[config.mk]
export PLATFORM = sky130hd
export DESIGN_NAME = product_accumulator_flat
export DESIGN_NICKNAME = d
export VERILOG_FILES = /design/src/rtl/product_accumulator_if.sv /design/src/rtl/product_accumulator.sv /design/src/flat_wrapper.sv
export SDC_FILE = /design/constraint.sdc
export NUM_CORES = 1
export LEC_CHECK = 0
export CORE_ASPECT_RATIO = 0.5
export CORE_MARGIN = 4
export CORE_UTILIZATION = 53
export DETAILED_ROUTE_END_ITERATION = 12
export HOLD_SLACK_MARGIN = 0.12
export PLACE_DENSITY = 0.8
export REMOVE_ABC_BUFFERS = 1
export SLEW_MARGIN = 5
export SYNTH_ARGS = -nofsm -noshare
export SYNTH_HDL_FRONTEND = slang
export SYNTH_SLANG_ARGS = --single-unit
[constraint.sdc]
create_clock -name clk -period 2.6 [get_ports clk]
set_input_delay 0.52 -clock clk [delete_from_list [all_inputs] [get_ports clk]]
set_output_delay 0.52 -clock clk [all_outputs]
set_load 0.1 [all_outputs]
[src/rtl/product_accumulator_if.sv]
// Valid/ready bundle between unsigned_multiplier, product_accumulator and its consumer.
// ACC_LAST_EN adds in_last (early group close) and out_len (beats in the closed group).
interface product_accumulator_if #(
  parameter int WIDTH = 8,
  parameter int COUNT = 4
);
  localparam int ACC_W = 2 * WIDTH + $clog2(COUNT);
  localparam int LEN_W = $clog2(COUNT) + 1;

  logic                 in_valid;
  logic                 in_ready;
  logic [2*WIDTH-1:0]   in_product;
  logic                 out_valid;
  logic                 out_ready;
  logic [ACC_W-1:0]     out_sum;
`ifdef ACC_LAST_EN
  logic                 in_last;
  logic [LEN_W-1:0]     out_len;

  modport master (
    output in_valid, in_product, in_last, out_ready,
    input  in_ready, out_valid, out_sum, out_len
  );

  modport slave (
    input  in_valid, in_product, in_last, out_ready,
    output in_ready, out_valid, out_sum, out_len
  );
`else
  modport master (
    output in_valid, in_product, out_ready,
    input  in_ready, out_valid, out_sum
  );

  modport slave (
    input  in_valid, in_product, out_ready,
    output in_ready, out_valid, out_sum
  );
`endif
endinterface

[src/rtl/product_accumulator.sv]
// Sums each group of COUNT unsigned products and hands the sum downstream over valid/ready.
// Optional macro ACC_LAST_EN: in_last closes a group early and out_len reports its beat count.
module product_accumulator #(
  parameter int WIDTH = 8,
  parameter int COUNT = 4
) (
  input  logic                 clk,
  input  logic                 rst_n,
  input  logic                 clear,
  product_accumulator_if.slave bus
);
  localparam int ACC_W = 2 * WIDTH + $clog2(COUNT);
  localparam int CNT_W = $clog2(COUNT);
  localparam int LEN_W = CNT_W + 1;

  typedef enum logic [0:0] {
    ACCUM = 1'b0,
    HOLD  = 1'b1
  } state_t;

  state_t           state_r;
  state_t           state_nxt_s;
  logic [ACC_W-1:0] acc_r;
  logic [ACC_W-1:0] acc_nxt_s;
  logic [CNT_W-1:0] cnt_r;
  logic [CNT_W-1:0] cnt_nxt_s;
  logic             in_ready_r;
  logic             in_ready_nxt_s;
  logic             out_valid_r;
  logic             out_valid_nxt_s;
  logic [ACC_W-1:0] out_sum_r;
  logic [ACC_W-1:0] out_sum_nxt_s;
  logic             accept_s;
  logic             close_s;
  logic [ACC_W-1:0] sum_s;
`ifdef ACC_LAST_EN
  logic [LEN_W-1:0] out_len_r;
  logic [LEN_W-1:0] out_len_nxt_s;
`endif

  assign accept_s = bus.in_valid && in_ready_r;
  assign sum_s    = acc_r + ACC_W'(bus.in_product);
`ifdef ACC_LAST_EN
  assign close_s  = (cnt_r == CNT_W'(COUNT - 1)) || bus.in_last;
`else
  assign close_s  = (cnt_r == CNT_W'(COUNT - 1));
`endif

  // FSM state register
  always_ff @(posedge clk or negedge rst_n) begin
    if (!rst_n) begin
      state_r <= ACCUM;
    end else begin
      state_r <= state_nxt_s;
    end
  end

  // Next-state and datapath update; clear outranks everything except rst_n
  always_comb begin
    state_nxt_s     = state_r;
    acc_nxt_s       = acc_r;
    cnt_nxt_s       = cnt_r;
    out_valid_nxt_s = out_valid_r;
    out_sum_nxt_s   = out_sum_r;
`ifdef ACC_LAST_EN
    out_len_nxt_s   = out_len_r;
`endif
    if (clear) begin
      state_nxt_s     = ACCUM;
      acc_nxt_s       = '0;
      cnt_nxt_s       = '0;
      out_valid_nxt_s = 1'b0;
    end else begin
      case (state_r)
        ACCUM: begin
          if (accept_s && close_s) begin
            out_sum_nxt_s   = sum_s;
            out_valid_nxt_s = 1'b1;
            acc_nxt_s       = '0;
            cnt_nxt_s       = '0;
            state_nxt_s     = HOLD;
`ifdef ACC_LAST_EN
            out_len_nxt_s   = LEN_W'(cnt_r) + LEN_W'(1);
`endif
          end else if (accept_s) begin
            acc_nxt_s = sum_s;
            cnt_nxt_s = cnt_r + CNT_W'(1);
          end else begin
            acc_nxt_s = acc_r;
          end
        end
        HOLD: begin
          // in_ready is low here, so upstream data is simply not looked at
          if (bus.out_ready) begin
            out_valid_nxt_s = 1'b0;
            state_nxt_s     = ACCUM;
          end else begin
            state_nxt_s = HOLD;
          end
        end
        default: begin
          state_nxt_s     = ACCUM;
          acc_nxt_s       = '0;
          cnt_nxt_s       = '0;
          out_valid_nxt_s = 1'b0;
        end
      endcase
    end
    in_ready_nxt_s = (state_nxt_s == ACCUM);
  end

  // Datapath and registered handshake outputs
  always_ff @(posedge clk or negedge rst_n) begin
    if (!rst_n) begin
      acc_r       <= '0;
      cnt_r       <= '0;
      in_ready_r  <= 1'b1;
      out_valid_r <= 1'b0;
      out_sum_r   <= '0;
`ifdef ACC_LAST_EN
      out_len_r   <= '0;
`endif
    end else begin
      acc_r       <= acc_nxt_s;
      cnt_r       <= cnt_nxt_s;
      in_ready_r  <= in_ready_nxt_s;
      out_valid_r <= out_valid_nxt_s;
      out_sum_r   <= out_sum_nxt_s;
`ifdef ACC_LAST_EN
      out_len_r   <= out_len_nxt_s;
`endif
    end
  end

  assign bus.in_ready  = in_ready_r;
  assign bus.out_valid = out_valid_r;
  assign bus.out_sum   = out_sum_r;
`ifdef ACC_LAST_EN
  assign bus.out_len   = out_len_r;
`endif
endmodule
[src/flat_wrapper.sv]
// flat-port wrapper written by rule: the top's interface ports become plain ports
module product_accumulator_flat 
#(
  parameter int WIDTH = 8,
  parameter int COUNT = 4
)
  (clk, rst_n, clear, bus_in_valid, bus_in_product, bus_out_ready, bus_in_ready, bus_out_valid, bus_out_sum);
  product_accumulator_if #(.WIDTH(WIDTH), .COUNT(COUNT)) bus_i ();
  input  logic clk;
  input  logic rst_n;
  input  logic clear;
  input wire logic [$bits(bus_i.in_valid)-1:0] bus_in_valid;
  input wire logic [$bits(bus_i.in_product)-1:0] bus_in_product;
  input wire logic [$bits(bus_i.out_ready)-1:0] bus_out_ready;
  output wire logic [$bits(bus_i.in_ready)-1:0] bus_in_ready;
  output wire logic [$bits(bus_i.out_valid)-1:0] bus_out_valid;
  output wire logic [$bits(bus_i.out_sum)-1:0] bus_out_sum;
  assign bus_i.in_valid = bus_in_valid;
  assign bus_i.in_product = bus_in_product;
  assign bus_i.out_ready = bus_out_ready;
  assign bus_in_ready = bus_i.in_ready;
  assign bus_out_valid = bus_i.out_valid;
  assign bus_out_sum = bus_i.out_sum;
  product_accumulator #(.WIDTH(WIDTH), .COUNT(COUNT)) u_core (.clk(clk), .rst_n(rst_n), .clear(clear), .bus(bus_i));
endmodule
==> impl_metrics.csv <==
group,metric,value,unit
synthesis,yosysUniqueCellTypes,50,
routing,drt_iter0_markers,148,
pwr,intPower,1.606,mW
status,outcome,"completed",
floorplan,start_util,54.85,%
pwr,p_comb_share,49.8,%
pwr,leakage,1.572,nW
setup_path,cp.arrival,2.73,ns
layout,final_util,73.29,%
synthesis,synth_most_common_cell,"dfrtp_1",
clock_tree,htree_levels,2,
placement,place_area,3050,µm²
synthesis,synth_cells,246,
synthesis,ys_warn_count,0,
global_routing,antenna_found_initial,0,
clock_tree,insertion_delay,0.29,ns
synthesis,synth_common_cells,"dfrtp_1 (40), nand2_1 (34), ha_1 (17)",
synthesis,yosysTopAreaCell,"dfrtp_1",
synthesis,avgSynthCellArea,9.816,µm²
global_routing,grt_pass1_vias,2168,
sta,rsz0062_at_grt,"no",
sta,period_share,97.77,%
routing,drtPass1Iterations,4,
sta,setup_violations,0,
floorplan,fp-row-count,17,
setup_path,critical_path_required,2.79,ns
sta,setup_ws,0.05803,ns
pwr,swShare,43.58,%
routing,post_drt_via_cell_ratio,5.835,
routing,wire_per_inst,16.68,µm
sta,drv_slew,0,
synthesis,synth-seq-cells,41,
clock_tree,cts.path.max_buffers,2,
global_routing,grt.total_usage,23.22,%
placement,dp_slack,-0.3335,ns
sta,skew,0.006635,ns
pwr,power.density,882.2,nW/µm²
setup_path,worst_setup_path_end_kind,"flip-flop",
pwr,clkPwrFrac,21.2,%
sta,whs,0.3568,ns
clock_tree,cts.sinks,41,
setup_path,cp-start-kind,"primary input",
worst_hold_path,min_path_type,"in -> async",
setup_path,crit_type,"in -> reg",
global_routing,grt_max_degree,42,
placement,place_congestion,0.9366,
floorplan,ioPinCount,41,
sta,worst_slew_pin_slew,1.195,ns
layout,num_antenna_cells,0,
flow_run,drv_cap,0,
layout,fill_cells,311,
sta,hold_viol,0,
pwr,vdd_ir_drop_max,0.0004405,V
synthesis,synth_area,2415,µm²
sta,relSlewSlack,20.18,%
placement,dp_hpwl,4.553,mm
sta,fin_crit,2.542,ns
setup_path,cp_max_fo,3,
routing,drc,0,
sta,fmaxAchievable,393.4,MHz
layout,fin_area,3227,µm²
clock_tree,cts_tree,"built",
floorplan,die_w,103.5,µm
clock_tree,cts_root_buffer,"clkbuf_8",
synthesis,synthArstFlopShare,100.0,%
global_routing,grt_pass1_wl,10.60,mm
floorplan,coreArea,4403,µm²
clock_tree,clk_pin_slew,0.08,ns
global_routing,grt-ovfl-total,0,
floorplan,die_y,55.73,µm
synthesis,synth_area_leaders,"dfrtp_1 (41%), ha_1 (8.8%), nand2_1 (5.3%)",
synthesis,synth_flop_cell,"dfrtp_1",
routing,dr_total_vias,2194,
sta,setup_tns,0,ns
layout,layout.nets,357,
synthesis,netlist.area_leader.share,41.45,%
synthesis,synth_edf_count,0,
pwr,seqPwrFrac,29.0,%
pwr,power.switching,1.241,mW
clock_tree,cts_buffers,5,
floorplan,die_area,5766,µm²
routing,wl,6.270,mm
placement,port_buffers,40,
clock_tree,hold_buffers,0,
layout,syn2layout_area_growth,33.63,%
routing,drt.antenna.violating_nets,0,
layout,drive_above_1_share,26.65,%
synthesis,synth-seq-area-share,42.54,%
==> critical path: stages <==
cell             delay, ns
clkdlybuf4s50_1       0.41
ha_1                  0.31
a21o_1                0.22
a31o_1                0.23
o2111ai_2             0.25
a31oi_2               0.15
or3_4                 0.39
a32o_1                0.25
==> kinds of logic (layout without fill, tap and decap cells) <==
logic type	after synthesis	count (layout)	synth area share (%)
simple gates	78	78	15.54
fa+ha+maj	18	18	9.637
flops	41	41	42.54
mux	7	7	3.109
compound gates	76	76	22.75
buf+inv	15	88	2.435
xor+xnor	11	11	3.990
==> what timing repair did <==
action	in CTS	in global routing
setup buffers	1	0
resized for setup	0	8
pin swaps	3	4
endpoints found under the hold margin	0	0
endpoints found under the setup margin	1	10
cloned	0	0
==> final cells by class <==
cell class	instances	area, µm²	share of cell area (%)
clock buffer	5	68.82	2.133
clock inverter	3	65.06	2.016
inverter	4	15.01	0.4653
multi-input combinational	190	1364	42.26
sequential	41	1027	31.83
tap	57	71.32	2.210
timing repair buffer	76	615.6	19.08
==> worst paths after layout <==
check,cells past startpoint,end,from,slack (ns)
max,8,u_core.acc_r[15]$_DFFE_PN0P_,bus_in_product[4],0.06
min,1,u_core.bus.out_sum[4]$_DFFE_PN0P_,rst_n,0.36
max reg2reg,7,u_core.acc_r[15]$_DFFE_PN0P_,u_core.acc_r[4]$_DFFE_PN0P_,0.27
min reg2reg,2,u_core.bus.out_sum[0]$_DFFE_PN0P_,u_core.bus.out_sum[0]$_DFFE_PN0P_,0.48
max in group asynchronous,1,u_core.bus.out_sum[13]$_DFFE_PN0P_,rst_n,1.68
min in group clk,2,u_core.bus.out_sum[0]$_DFFE_PN0P_,u_core.bus.out_sum[0]$_DFFE_PN0P_,0.48
==> cells in the final DEF, fill, tap and decap left out, types with 5 or more instances in the layout <==
master	netlist	routed
a22o_1	11	11
clkbuf_8	0	5
a21o_1	6	6
dfrtp_1	40	40
a21oi_1	14	13
buf_4	0	56
nor2_1	14	13
xnor2_1	6	6
o211ai_1	5	5
nand2_1	34	34
clkdlybuf4s50_1	0	19
o21ai_0	8	8
ha_1	17	16
xor2_1	5	5
==> per-stage QoR <==
| stage | std cells | total power, mW |
|---|---|---|
| finish | 376 | 2.847 |
| global route | 376 | 2.990 |
| CTS | 376 | 2.836 |
| detailed placement | 367 | 2.211 |
| global placement | 367 | 2.181 |
| floorplan | 235 | 1.804 |
==> state kept, by name, indices dropped and copies added (netlist names) <==
name	cells
u_core.bus.out_valid	1
u_core.acc_r	18
u_core.state_r	1
u_core.bus.in_ready	1
u_core.bus.out_sum	18
u_core.cnt_r	2
==> layer usage <==
layer	wire [µm]	part of all wire, %	up-vias	global-route usage [%]
met5	0	0	-	0
met4	47	0.75	0	4.613
met3	285	4.5	7	4.005
met2	2940	47	58	36.50
li1	-	-	1046	-
met1	2995	48	1083	33.68
==> power by group through the flow <==
stage / Sequential [mW] / Combinational, mW / Clock, mW
after CTS: 0.826 / 1.39 / 0.616
after global placement: 0.832 / 1.35 / 0
after detailed placement: 0.838 / 1.37 / 0
final: 0.826 / 1.42 / 0.604
after global routing: 0.845 / 1.50 / 0.641
after floorplan: 1.32 / 0.482 / 0
(Power assumes the default switching activity.)
